==> src/rtl/layer_seq_ctrl_pkg.sv <==
// Shared layer codes and controller state encoding for the LeNet layer scheduler.
// Layer codes are consumed unchanged by the fetch controller and the compute core.
package layer_seq_ctrl_pkg;

  localparam logic [2:0] L_IDLE = 3'd0;
  localparam logic [2:0] L_C1   = 3'd1;
  localparam logic [2:0] L_S2   = 3'd2;
  localparam logic [2:0] L_C3   = 3'd3;
  localparam logic [2:0] L_S4   = 3'd4;
  localparam logic [2:0] L_C5   = 3'd5;
  localparam logic [2:0] L_FC   = 3'd6;
  localparam logic [2:0] L_OL   = 3'd7;

  typedef enum logic [1:0] {
    ST_IDLE,
    ST_LOAD,
    ST_WAIT_CORE,
    ST_DONE
  } state_e;

endpackage

==> src/rtl/layer_seq_ctrl_wdog_cnt.sv <==
// Clearable up-counter with a terminal-count flag, used as the core-completion watchdog.
// The flag is raised combinationally on the last allowed cycle so the caller can act on it.
module wdog_cnt #(
  parameter int TO_W    = 16,
  parameter int TIMEOUT = 65535
) (
  input  logic clk,
  input  logic rst_n,
  input  logic clr_i,
  input  logic en_i,
  output logic tc_o
);

  logic [TO_W-1:0] cnt_q, cnt_d;
  logic            at_limit;

  assign at_limit = (cnt_q == TO_W'(TIMEOUT - 1));
  assign tc_o     = en_i && at_limit;

  always_comb begin
    cnt_d = cnt_q;
    if (clr_i) begin
      cnt_d = '0;
    end else if (en_i && !at_limit) begin
      cnt_d = cnt_q + TO_W'(1);
    end
  end

  always_ff @(posedge clk or negedge rst_n) begin
    if (!rst_n) begin
      cnt_q <= '0;
    end else begin
      cnt_q <= cnt_d;
    end
  end

endmodule

==> src/rtl/layer_seq_ctrl.sv <==
// Steps the network C1..OL: fetch each layer's parameter words, then wait for the core.
// All outputs are registered copies of the next-state decode.
module layer_seq_ctrl
  import layer_seq_ctrl_pkg::*;
#(
  parameter int N_C1    = 2,
  parameter int N_C3    = 4,
  parameter int N_C5    = 24,
  parameter int N_FC    = 17,
  parameter int N_OL    = 2,
  parameter int CNT_W   = 6,
  parameter int TIMEOUT = 65535,
  parameter int TO_W    = 16
) (
  input  logic       clk,
  input  logic       rst_n,
  input  logic       start,
  input  logic       abort,
  input  logic       fetch_wr,
  input  logic       core_done,
  output logic [2:0] layer_signal,
  output logic [2:0] cur_layer,
  output logic       layer_start,
  output logic       busy,
  output logic       done,
  output logic       err
);

  function automatic logic [CNT_W-1:0] words_for(input logic [2:0] layer);
    case (layer)
      L_C1:    words_for = CNT_W'(N_C1);
      L_C3:    words_for = CNT_W'(N_C3);
      L_C5:    words_for = CNT_W'(N_C5);
      L_FC:    words_for = CNT_W'(N_FC);
      L_OL:    words_for = CNT_W'(N_OL);
      default: words_for = '0;
    endcase
  endfunction

  state_e           state_q, state_d;
  logic [2:0]       cur_layer_q, cur_layer_d;
  logic [CNT_W-1:0] word_cnt_q, word_cnt_d;
  logic [CNT_W-1:0] need;
  logic             err_q, err_d;
  logic [2:0]       layer_signal_q, layer_signal_d;
  logic             layer_start_q, layer_start_d;
  logic             busy_q, busy_d;
  logic             done_q, done_d;
  logic             wd_clr, wd_tc;

  wdog_cnt #(
    .TO_W   (TO_W),
    .TIMEOUT(TIMEOUT)
  ) u_wdog (
    .clk  (clk),
    .rst_n(rst_n),
    .clr_i(wd_clr),
    .en_i (state_q == ST_WAIT_CORE),
    .tc_o (wd_tc)
  );

  assign need = words_for(cur_layer_q);

  always_comb begin
    state_d     = state_q;
    cur_layer_d = cur_layer_q;
    word_cnt_d  = word_cnt_q;
    err_d       = err_q;
    wd_clr      = 1'b0;

    case (state_q)
      ST_IDLE: begin
        if (start) begin
          state_d     = ST_LOAD;
          cur_layer_d = L_C1;
          word_cnt_d  = '0;
          err_d       = 1'b0;
        end
      end
      ST_LOAD: begin
        // Pooling layers carry no parameters: a single LOAD cycle announces them.
        if (need == '0) begin
          state_d = ST_WAIT_CORE;
          wd_clr  = 1'b1;
        end else if (fetch_wr) begin
          if (word_cnt_q == need - CNT_W'(1)) begin
            state_d = ST_WAIT_CORE;
            wd_clr  = 1'b1;
          end else begin
            word_cnt_d = word_cnt_q + CNT_W'(1);
          end
        end
      end
      ST_WAIT_CORE: begin
        if (wd_tc) begin
          state_d     = ST_IDLE;
          cur_layer_d = L_IDLE;
          err_d       = 1'b1;
        end else if (core_done) begin
          if (cur_layer_q == L_OL) begin
            state_d = ST_DONE;
          end else begin
            state_d     = ST_LOAD;
            cur_layer_d = cur_layer_q + 3'd1;
            word_cnt_d  = '0;
          end
        end
      end
      default: begin
        state_d     = ST_IDLE;
        cur_layer_d = L_IDLE;
      end
    endcase

    if (abort) begin
      state_d     = ST_IDLE;
      cur_layer_d = L_IDLE;
      word_cnt_d  = '0;
      err_d       = err_q;
      wd_clr      = 1'b0;
    end

    layer_signal_d = (state_d == ST_LOAD) ? cur_layer_d : L_IDLE;
    layer_start_d  = (state_d == ST_LOAD) && (state_q != ST_LOAD);
    busy_d         = (state_d != ST_IDLE);
    done_d         = (state_d == ST_DONE);
  end

  always_ff @(posedge clk or negedge rst_n) begin
    if (!rst_n) begin
      state_q        <= ST_IDLE;
      cur_layer_q    <= L_IDLE;
      word_cnt_q     <= '0;
      err_q          <= 1'b0;
      layer_signal_q <= L_IDLE;
      layer_start_q  <= 1'b0;
      busy_q         <= 1'b0;
      done_q         <= 1'b0;
    end else begin
      state_q        <= state_d;
      cur_layer_q    <= cur_layer_d;
      word_cnt_q     <= word_cnt_d;
      err_q          <= err_d;
      layer_signal_q <= layer_signal_d;
      layer_start_q  <= layer_start_d;
      busy_q         <= busy_d;
      done_q         <= done_d;
    end
  end

  assign layer_signal = layer_signal_q;
  assign cur_layer    = cur_layer_q;
  assign layer_start  = layer_start_q;
  assign busy         = busy_q;
  assign done         = done_q;
  assign err          = err_q;

endmodule

==> config.mk <==
export PLATFORM = sky130hd
export DESIGN_NAME = layer_seq_ctrl
export DESIGN_NICKNAME = d
export VERILOG_FILES = /design/src/rtl/layer_seq_ctrl_pkg.sv /design/src/rtl/layer_seq_ctrl_wdog_cnt.sv /design/src/rtl/layer_seq_ctrl.sv
export SDC_FILE = /design/constraint.sdc
export NUM_CORES = 1
export LEC_CHECK = 0
export CORE_ASPECT_RATIO = 1.2
export CORE_UTILIZATION = 52
export DETAILED_ROUTE_END_ITERATION = 7
export PLACE_DENSITY = 0.75
export SLEW_MARGIN = 20
export SYNTH_ARGS = -nofsm -noshare
export SYNTH_HDL_FRONTEND = slang
export SYNTH_HIERARCHICAL = 1
export SYNTH_SLANG_ARGS = --single-unit
==> constraint.sdc <==
create_clock -name clk -period 3.5 [get_ports clk]
set_input_delay 0.7 -clock clk [delete_from_list [all_inputs] [get_ports clk]]
set_output_delay 0.7 -clock clk [all_outputs]
set_load 0.01 [all_outputs]
# ---- Word level (Yosys, flattened, before mapping)
# Index checks and enable logic that the tools add are counted.
dict set report word_totals {
  reg_bits 34
  in_bits 6
  out_inout_bits 10
  word_cells 84
}
dict set report op_classes {
  add_sub_neg 4
  eq_ne 21
  muxes 36
  bitwise 1
  reduce_logical 13
}
# operator count
set op_table {}
lappend op_table {{two-way mux 6 bit} 8}
lappend op_table {{two-way mux 16 bit} 2}
lappend op_table {{inequality test 3 bit, second input constant} 7}
lappend op_table {{one-hot mux 5 bit (4 select lines)} 1}
lappend op_table {{two-way mux 3 bit} 6}
lappend op_table {{one-hot mux 6 bit (3 select lines)} 1}
lappend op_table {{adder 16 x 1 -> 16 bit, second input constant} 1}
lappend op_table {{equality test 16 bit, second input constant} 1}
lappend op_table {{two-way mux 2 bit} 8}
lappend op_table {{equality test 3 bit, second input constant} 3}
lappend op_table {{one-hot mux 3 bit (3 select lines)} 1}
lappend op_table {{AND reduction 8 bit} 1}
lappend op_table {{two-way mux 1 bit} 7}
lappend op_table {{adder 6 x 1 -> 6 bit, second input constant} 1}
lappend op_table {{equality test 6 bit} 1}
lappend op_table {{logical NOT 6 bit} 1}
lappend op_table {{one-hot mux 2 bit (3 select lines)} 1}
lappend op_table {{nonzero test 2 bit} 3}
lappend op_table {{subtractor 6 x 1 -> 6 bit, second input constant} 1}
lappend op_table {{equality test 2 x 1 -> 1 bit, second input constant} 2}
lappend op_table {{equality test 2 bit, second input constant} 2}
lappend op_table {{inequality test 2 bit, second input constant} 2}
lappend op_table {{AND reduction 4 bit} 1}
lappend op_table {{nonzero test 4 bit} 1}
lappend op_table {{other kinds (10)} 12}

# ---- Longest topological paths before layout
dict set report depth {
  ltp_word 12
  ltp_mapped 12
  ltp_nobuf 11
}

# ---- Hierarchy
# The synthesis kept the hierarchy.
# module instances cells_per_inst area_per_inst_um2 seq_area_each_um2
set modules_own_cells {}
lappend modules_own_cells {layer_seq_ctrl 1 127 1124.8 450.4}
lappend modules_own_cells {wdog_cnt 1 104 984.7 400.4}

# ---- Least setup slack after synthesis
# No wires, ideal clock.
dict set report synth_path {
  kind {register to register}
  start {reg cur_layer_q[1], in the netlist cur_layer[1]}
  end {reg u_wdog.cnt_q[1]}
  setup_time_ns 0.136
  t_arrival_ns 3.419
  t_required_ns 3.364
  path_slack_ns -0.055
  stages_incl_launch_ff 13
  path_buffers 2
  period_less_slack_ns 3.555
  cell_sequence {dfrtp_1 -> inv_1 -> ha_1 -> mux2i_1 -> ha_1 -> xor2_1 -> o311ai_0 -> or4_4 -> o41a_1 -> nor2b_1 -> dlygate4sd1_1 -> dlygate4sd1_1 -> a211oi_1}
}
dict set report synth_via {
  elab_chain_cells 11
  elab_cells_between_ends 17
  cone_classes {add/sub: 1; eq/ne: 6; mux: 7; reduce/logical: 3}
}
# item line_no
set synth_lines {}
lappend synth_lines {{from (decl)} layer_seq_ctrl.sv:41} ;# logic [2:0] cur_layer_q, cur_layer_d;
lappend synth_lines {{from (signal assigned)} layer_seq_ctrl.sv:141} ;# cur_layer_q <= cur_layer_d;
lappend synth_lines {{equality test 3 bit or equality test 3 x 1 -> 1 bit (tied branches)} layer_seq_ctrl.sv:30} ;# case (layer)
lappend synth_lines {{OR reduction 2 bit (no line)} n/a}
lappend synth_lines {{one-hot mux 5 bit (4 select lines) (*)} layer_seq_ctrl.sv:30}
lappend synth_lines {{subtractor 6 x 1 -> 6 bit} layer_seq_ctrl.sv:86} ;# if (word_cnt_q == need - CNT_W'(1)) begin
lappend synth_lines {{equality test 6 bit} layer_seq_ctrl.sv:86}
lappend synth_lines {{two-way mux 1 bit} layer_seq_ctrl.sv:86}
lappend synth_lines {{two-way mux 1 bit} layer_seq_ctrl.sv:85} ;# end else if (fetch_wr) begin
lappend synth_lines {{two-way mux 1 bit (*)} layer_seq_ctrl.sv:82} ;# if (need == '0) begin
lappend synth_lines {{two-way mux 1 bit (*)} layer_seq_ctrl.sv:71} ;# case (state_q)
lappend synth_lines {{two-way mux 1 bit (*)} layer_seq_ctrl.sv:115} ;# if (abort) begin
lappend synth_lines {{net wd_clr} layer_seq_ctrl.sv:49} ;# logic wd_clr, wd_tc;
lappend synth_lines {{two-way mux 16 bit or nonzero test 2 bit (tied branches)} n/a}
lappend synth_lines {{to (signal assigned)} layer_seq_ctrl_wdog_cnt.sv:33} ;# cnt_q <= cnt_d;
lappend synth_lines {{to (decl)} layer_seq_ctrl_wdog_cnt.sv:14} ;# logic [TO_W-1:0] cnt_q, cnt_d;
# Mark *: on every way through the listed nets, which the timed path passes. The rest lies on a longest branch.
# A chain may end at the register's enable or synchronous reset.

# ---- Worst setup path in the final report
dict set report layout_path {
  start {reg cur_layer_q[0], in the netlist cur_layer[0]}
  end {reg u_wdog.cnt_q[2]}
}
# The elaborated chain is that of the path after synthesis.

==> results.yml <==
global_routing:
  grt_overflow_total: 0
  grt_pass1_vias: 1714
  antenna_found_initial: 0
  grt_pass1_wl_mm: 7.652
  grt_max_degree: 35
  groute.usage.overall: 0.2376
synth:
  synth_edf_count: 0
  synth_top_cell_by_area: "dfrtp_1"
  ys_seq_elements: 34
  synth_warnings: 6
  yosysUniqueCellTypes: 51
  synth_top_cell_area_share: 0.4033
  synth_area_leaders: "dfrtp_1 40%, a21oi_1 5.5%, ha_1 4.7%"
  dominantRegCellSynth: "dfrtp_1"
  synth_area_um2: 2110
  synthCells: 231
  syn-num-nets: 245
  synth_area_per_cell_um2: 9.132
  synth_seq_area_share: 0.4033
  async_reset_ff_frac: 1.000
route:
  first_pass_iters: 4
  highest_layer: "met4"
  route.met2.wl_mm: 2.318
  drc: 0
  vias: 1820
  wl_per_cell_um: 14.56
  met3_length_um: 139
  wl_met1_mm: 1.956
  viasPerCell: 5.890
  ant_nets: 0
  routed_wl_mm: 4.499
  dr.first_iter.drc_count: 97
power:
  power_density_nw_per_um2: 385.1
  p_leak_nw: 1.008
  fin_total_pwr_mw: 0.9343
  ir_worst_vdd_v: 0.0002697
layout:
  area_growth_pct: 15.01
  post-route-cell-area_um2: 2426
  antenna_cells: 0
  final_cells: 309
  nets: 268
  filler_cell_count: 347
  layout-drive-gt1-share: 0.1137
  fin_util: 0.6205
sta:
  worst_clock_skew_ps: 3.483
  fin_tns_setup_ps: 0
  rsz0062_at_grt: "no"
  drv_slew: 0
  slew_headroom: 0.5211
  finalHoldViolCount: 0
  finalCriticalPeriod_ps: 3342
  fmax_ghz: 0.2992
  setup_violations: 0
  period_share: 0.9550
  tightest_slew_ps: 712.8
clock_network:
  cts_buffers: 5
  cts.sinks: 34
  insertion_delay_ps: 290
  htreeDepth: 2
  clockBufferDepth: 2
  clkTransAtPathRegs_ps: 70
  hold_buffers: 0
  root_buffer: "clkbuf_8"
  cts_tree: "done"
die:
  die_area_um2: 4317
  rows: 25
  core_region_area_um2: 3910
  die_y_um: 71.77
  num_io_pins: 16
  die_w_um: 60.15
  initial_utilization: 0.5395
critical_path:
  endpoint_kind: "register"
  startpoint_type: "register"
  worstPathArrival_ps: 3520
  cp_max_fo: 11
  cp.required_ps: 3670
  crit_type: "reg -> reg"
placed_design:
  dpl.hpwl_mm: 3.244
  place.gp.congestion: 0.8343
  numPortBuffers: 15
  postPlaceCellArea_um2: 2313
  placedCellCount: 299
job:
  drv_cap: 0
worst_hold_path:
  worstHoldPathType: "reg -> reg"
status:
  status: "completed"
[where the power goes]
| part | switching (mW) | internal [mW] | total, mW |
|---|---|---|---|
| Sequential | 0.0356 | 0.422 | 0.458 |
| Clock | 0.143 | 0.159 | 0.302 |
| Combinational | 0.0935 | 0.0813 | 0.175 |
| Total | 0.272 | 0.662 | 0.934 |
[flip-flops by register name, summed over array words and instances, names as in the netlist]
name	flops
word_cnt_q	6
err	1
cur_layer	3
done	1
layer_signal	3
layer_start	1
u_wdog/cnt_q	16
busy	1
state_q	2
[per-layer routing]
metal	vias up	global-route usage
li1	897	-
met1	888	0.2707
met2	28	0.4176
met3	7	0.04874
met4	0	0.1008
met5	-	0
[cell type report]
class                           count  area (um^2)  area share
Inverter                           12        45.04     0.01857
Multi-Input combinational cell    177         1150      0.4740
Sequential cell                    34        850.8      0.3507
Timing Repair Buffer               24        221.5     0.09128
Clock buffer                        7        86.33     0.03559
Clock inverter                      1        5.005    0.002063
Tap cell                           54        67.56     0.02785
[kinds of logic after synthesis]
group                    share of synthesized area
AO/OA/AOI/OAI                               0.1892
XOR/XNOR                                   0.02491
adder cells (fa/ha/maj)                    0.04745
buffers and inverters                      0.05278
flip-flops                                  0.4033
multiplexers                               0.03677
AND/OR/NAND/NOR                             0.2456
[final timing paths]
check	start	end	slack, ps	cells past startpoint
worst max-delay path	cur_layer[0]$_DFF_PN0_	u_wdog/cnt_q[2]$_DFFE_PN0P_	160	12
worst min-delay path	err$_DFFE_PN0P_	err$_DFFE_PN0P_	560	2
worst max register to register	cur_layer[0]$_DFF_PN0_	u_wdog/cnt_q[2]$_DFFE_PN0P_	160	12
worst min register to register	err$_DFFE_PN0P_	err$_DFFE_PN0P_	560	2
max in group asynchronous	rst_n	u_wdog/cnt_q[13]$_DFFE_PN0P_	2360	2
min in group asynchronous	rst_n	u_wdog/cnt_q[15]$_DFFE_PN0P_	820	2
[through the flow]
step	hold slack (ps)	worst slack (ps)
floorplan	404.4	10.12
global placement	529.3	160.9
detailed placement	542.4	119.3
CTS	553.0	97.56
global route	608.5	5.156
finish	556.7	157.6
[cell usage in the layout (no fill, tap or decap), types with 2 or more instances in the layout]
cell type        instances
nand2_1                 19
ha_1                     8
or3_1                    6
o21a_1                   2
a21oi_1                 23
inv_1                   12
buf_4                    8
or4_1                    7
mux2_2                   6
dfrtp_1                 34
o31ai_1                 10
clkbuf_8                 6
nand3_1                  8
a211oi_1                 2
nor3_1                   3
o21ai_0                  7
nor2b_1                  8
o22ai_1                  2
clkdlybuf4s50_1         15
nor2_1                  20
o41ai_1                  2
nand4_1                  8
and3_1                   5
xor2_1                   5
[worst max-delay path: stages, from the launching register on]
cell and delay [ps]:
dfrtp_1 440, inv_1 120, ha_1 210, nand2_1 130
ha_1 260, nand4bb_1 230, and3_1 190, or4_4 500
o41a_1 460, nor2b_2 180, buf_4 200, nor2_1 60
mux2_2 250
[timing repair]
action / in CTS / in global routing
buffers inserted: 0 / 1
resized for setup: 0 / 4
setup endpoints to repair: 0 / 6
[synth_stat cells (5+ instances only)]
cell type and n:
a21oi_1 23, and3_1 5, dfrtp_1 34, ha_1 8, inv_1 12, mux2_2 6
nand2_1 19, nand3_1 8, nand4_1 8, nor2_1 20, nor2b_1 9, o21ai_0 7
o31ai_1 10, or3_1 6, or4_1 7, xor2_1 5
(Power assumes the default switching activity.)
